## config.mk

```make
export PLATFORM = sky130hd
export DESIGN_NAME = seq_divider_32_16
export DESIGN_NICKNAME = d
export VERILOG_FILES = /design/src/rtl/seq_divider_32_16.sv
export SDC_FILE = /design/constraint.sdc
export NUM_CORES = 1
export LEC_CHECK = 0
export CORE_MARGIN = 2
export CORE_UTILIZATION = 54
export DETAILED_ROUTE_END_ITERATION = 10
export HOLD_SLACK_MARGIN = 0.1
export PLACE_DENSITY = 0.81
export SETUP_SLACK_MARGIN = 0.5
export SYNTH_ARGS = -nofsm -noshare
export SYNTH_HDL_FRONTEND = slang
export SYNTH_SLANG_ARGS = --single-unit
export TNS_END_PERCENT = 1
```

## constraint.sdc

```tcl
create_clock -name clk -period 3.07 [get_ports clk]
set_clock_uncertainty 0.05 [all_clocks]
set_input_delay 0.307 -clock clk [delete_from_list [all_inputs] [get_ports clk]]
set_output_delay 0.307 -clock clk [all_outputs]
set_load 0.05 [all_outputs]
```

## src/rtl/seq_divider_32_16.sv

```systemverilog
// Sequential 32/16 unsigned restoring divider, one quotient bit per cycle.
// Valid/ready on both sides; divide-by-zero and overflow resolve at accept.
module seq_divider_32_16 (
  input  logic        clk,
  input  logic        rst_n,
  input  logic        in_valid,
  output logic        in_ready,
  input  logic [31:0] dividend,
  input  logic [15:0] divisor,
  output logic        out_valid,
  input  logic        out_ready,
  output logic [15:0] quotient,
  output logic [15:0] remainder,
  output logic        div_by_zero,
  output logic        overflow
);

  localparam logic [1:0] IDLE = 2'd0;
  localparam logic [1:0] CALC = 2'd1;
  localparam logic [1:0] DONE = 2'd2;

  logic [1:0]  state;
  logic [3:0]  cnt;
  logic [15:0] r;
  logic [15:0] q;
  logic [15:0] dvs;

  logic [16:0] t;
  logic        ge;
  logic [15:0] diff;
  logic [15:0] r_nx;
  logic [15:0] q_nx;
  logic        nz;
  logic        hi_ge;

  // r < dvs holds before every step, so the difference fits in 16 bits
  assign t     = {r, q[15]};
  assign ge    = t >= {1'b0, dvs};
  assign diff  = t[15:0] - dvs;
  assign r_nx  = ge ? diff : t[15:0];
  assign q_nx  = {q[14:0], ge};
  assign nz    = divisor != 16'd0;
  assign hi_ge = dividend[31:16] >= divisor;

  assign in_ready  = state == IDLE;
  assign out_valid = state == DONE;

  always_ff @(posedge clk or negedge rst_n) begin
    if (!rst_n) begin
      state       <= IDLE;
      cnt         <= 4'd0;
      r           <= 16'd0;
      q           <= 16'd0;
      dvs         <= 16'd0;
      quotient    <= 16'd0;
      remainder   <= 16'd0;
      div_by_zero <= 1'b0;
      overflow    <= 1'b0;
    end else begin
      unique case (state)
        IDLE: begin
          if (in_valid) begin
            unique case (1'b1)
              !nz: begin
                state       <= DONE;
                quotient    <= 16'hFFFF;
                remainder   <= dividend[15:0];
                div_by_zero <= 1'b1;
                overflow    <= 1'b0;
              end
              nz && hi_ge: begin
                state       <= DONE;
                quotient    <= 16'hFFFF;
                remainder   <= 16'h0000;
                div_by_zero <= 1'b0;
                overflow    <= 1'b1;
              end
              nz && !hi_ge: begin
                state <= CALC;
                cnt   <= 4'd0;
                r     <= dividend[31:16];
                q     <= dividend[15:0];
                dvs   <= divisor;
              end
            endcase
          end
        end
        CALC: begin
          r   <= r_nx;
          q   <= q_nx;
          cnt <= cnt + 4'd1;
          if (cnt == 4'd15) begin
            state       <= DONE;
            quotient    <= q_nx;
            remainder   <= r_nx;
            div_by_zero <= 1'b0;
            overflow    <= 1'b0;
          end
        end
        DONE: begin
          if (out_ready) state <= IDLE;
        end
        default: state <= IDLE;
      endcase
    end
  end

endmodule

```

==> qor.csv <==
stage,metric,value,unit
outcome,outcome,"finished, final reports clean",
clock_network,clk buf depth,2,
min_path,Hold WC Path Type,in -> reg,
route,detail-routed via count per cell,6.40,
yosys,Synth Flop Type,dfrtp_1,
timing,Final min period,2.81,ns
yosys,Synth Area in Adders,8.33,%
yosys,Synth warnings,0,
route,DRT antenna net count,0,
clock_network,"Reg clk slew, reported paths",0.10,ns
floorplanning,Starting Density,56.0,%
placement,GPL Wtd Cong,0.924,
worst_setup_path,worst path bufs/invs,2,
clock_network,CTS H-Tree Depth,3,
yosys,Synth Area in Simple Gates,13.7,%
timing,Setup Viol. Count Final,0,
timing,Worst slew margin,33.5,%
yosys,register area share after synthesis,42.4,%
placement,final HPWL from detailed placement,10200,microns
route,WL/cell,21.7,microns
worst_setup_path,crit-path max cell delay,0.42,ns
route,drt first pass iters,6,
yosys,Mapped Cells,568,
yosys,Mean Syn Cell Area,9.15,sq um
yosys,"FF+latch count, synth",88,
route,met2 wire len,8660,microns
route,DRT iter0 DRCs,516,
yosys,Netlist cell types,57,
layout,final instance area,7500,sq um
route,met3 WL,1670,microns
worst_setup_path,Worst setup SP type,flip-flop,
yosys,synthesized area,5200,sq um
yosys,Synth Area in XOR/XNOR,1.69,%
yosys,async set or reset register ratio after synthesis,100,%
worst_setup_path,worst-path maximum fanout,4,
timing,setup ws final,0.261,ns
route,top sig layer,met4,
worst_setup_path,R2R depth,11,
yosys,Synth Area in Compound Gates,22.1,%
global_route,vias in the first global route,4962,
floorplanning,Die X,102,microns
global_route,initial antenna violation count,0,
timing,Final Hold Vio Count,0,
route,Routed WL,18200,microns
floorplanning,core area,9280,sq um
global_route,total grt overflow,0,
clock_network,root buf cell,clkbuf_8,
worst_setup_path,critical path endpoint category,flip-flop,
placement,port bufs,87,
floorplanning,die footprint,10400,sq um
placement,Placement Cell Area,6440,sq um
min_path,Hold Path Stages,3,
timing,max-slew violations,0,
global_route,first-pass GRT wire length,23700,microns
global_route,largest net degree at the start of global routing,58,
layout,Synth-to-Final Area Change,44.3,%
route,met1 wire length,6660,microns
floorplanning,cell row count,35,
worst_setup_path,cell family with most CP delay,compound AO/OA/AOI/OAI gates,
worst_setup_path,cell count along the critical path,11,
layout,ratio of cells with drive above 1 in the final layout,22.3,%
placement,DP Worst Slack,-0.0496,ns
clock_network,Sink Count,88,
layout,NumNets Final,793,
clock_network,TritonCTS clock tree,built,
layout,# diodes,0,
worst_setup_path,crit-path cells,buf_4 > buf_4 > fa_2 > nor2b_2 > o31a_1 > o2111ai_2 > a21boi_1 > and3_1 > o31a_1 > o21ai_2 > a31oi_1,
worst_setup_path,slowest cell on the critical path,dfrtp_1,
layout,"commonest non-fill, non-tap cell in the layout",dfrtp_1,
timing,maximum clock rate,0.356,GHz
global_route,GRT Overall Usage,29.7,%
layout,Final Core Density,80.7,%
yosys,Syn Nets,654,
timing,Worst-Margin Slew,0.995,ns
layout,"commonest cells after routing, fill and taps aside","dfrtp_1, clkdlybuf4s50_1, nor2_1, nand2_1, buf_4",
floorplanning,IO Count,88,
route,via count,5385,
timing,unrepaired setup endpoints after global routing,true,
yosys,mux share of post-synthesis cell area,6.07,%
route,detailed-route DRC error count,0,
yosys,Post-synth EDFFs,0,
worst_setup_path,"Arr. time, crit path",3.04,ns
timing,Final Cycle Share,91.5,%
yosys,largest family of logic cells by synthesized area,compound AO/OA/AOI/OAI gates,
worst_setup_path,Setup Crit Path Kind,reg -> reg,
clock_network,worst skew pair latency,0.37,ns
floorplanning,Die Ht,102,microns
worst_setup_path,Worst EP required,3.30,ns
flow_run,max_cap viols,0,
clock_network,cts bufs inserted,9,
-- logic make-up (layout without fill, tap and decap cells) --
group | Yosys count | count (layout)
compound gates | 173 | 173
simple gates | 162 | 162
flops | 88 | 88
buf+inv | 70 | 214
fa+ha+maj | 34 | 34
mux | 31 | 31
xor+xnor | 10 | 10
-- metal layers --
metal  global-route usage [%]  up-vias
li1                         -     2287
met4                     12.9        0
met1                     37.2     2574
met3                     5.06      124
met2                     50.8      400
met5                        0        -
-- tightest hold or removal path, cell delays in order --
cell and delay [ns]:
dlymetal6s2s_1 0.17, nand2_1 0.08, o21ai_1 0.06
-- synth_stat cells, types with 2 or more instances --
master     number  area share [%]
o31a_1          5            0.84
buf_2          11             1.1
a21o_1          6            0.87
dfrtp_1        88              42
buf_4           3            0.43
ha_1           33             7.9
a22oi_1        16             2.3
o21a_1          6            0.87
o2bb2ai_1       2            0.34
and3_1          3            0.36
a211oi_1        2            0.29
nand3_1         4            0.39
nand2b_1        3            0.36
nor3_1          7            0.67
or3_1           2            0.24
nand2_1        52             3.8
a2bb2oi_1      12             2.0
nand4_1         5            0.60
o21ai_0        54             5.2
nor2_1         68             4.9
nor4_1          6            0.72
inv_1          42             3.0
nor2b_1         4            0.48
a31oi_1         5            0.60
mux2_2          4            0.87
xor2_1          3            0.51
a2111oi_2       2            0.58
mux2i_1        27             5.2
clkbuf_1       11            0.79
o2111ai_1       2            0.34
o21ai_1         9            0.87
a31oi_4         2            0.82
or2_2           2            0.24
a21oi_1        38             3.7
xnor2_1         7             1.2
-- state kept, by name, indices dropped and copies added (netlist names) --
| register | cells |
|---|---|
| dvs | 16 |
| div_by_zero | 1 |
| quotient | 16 |
| overflow | 1 |
| cnt | 4 |
| state | 2 |
| q | 16 |
| r | 16 |
| remainder | 16 |
-- what timing repair did --
item | 4_1_cts | 5_1_grt
cloned | 2 | 2
endpoints found under the setup margin | 66 | 87
setup buffers | 12 | 17
endpoints found under the hold margin | 55 | 0
resized for setup | 34 | 78
hold buffers | 1 | 0
pin swaps | 13 | 26
-- worst paths after layout --
kind / end / slack, ns / start
setup / recovery: remainder[12]$_DFFE_PN0P_ / 0.26 / dvs[1]$_DFFE_PN0P_
max in group asynchronous: quotient[7]$_DFFE_PN0P_ / 1.75 / rst_n
setup reg to reg: remainder[12]$_DFFE_PN0P_ / 0.26 / dvs[1]$_DFFE_PN0P_
hold reg to reg: overflow$_DFFE_PN0P_ / 0.46 / overflow$_DFFE_PN0P_
hold / removal: dvs[7]$_DFFE_PN0P_ / 0.23 / divisor[7]
min in group asynchronous: dvs[11]$_DFFE_PN0P_ / 0.49 / rst_n
-- stage by stage --
stage	instances	TNS, ns	hold slack (ns)
2_1_floorplan	568	0	-0.0386
3_3_place_gp	791	0	0.358
3_5_place_dp	791	-0.323	0.359
4_1_cts	822	0	0.457
5_1_grt	841	0	0.255
6_report	841	0	0.229
-- area by class of cell --
cell class              instances  area [sq um]
inverters                      43           161
well taps                     129           161
multi-input cells             410          3150
fillers                       509          1790
flip-flops and latches         88          2200
repair buffers                155          1620
clock buffers                   9           124
clock inverters                 7          76.3
Power is left out: the tool's default activity adds up to more than one toggle a clock period on the data nets, which glitch-free logic cannot reach.
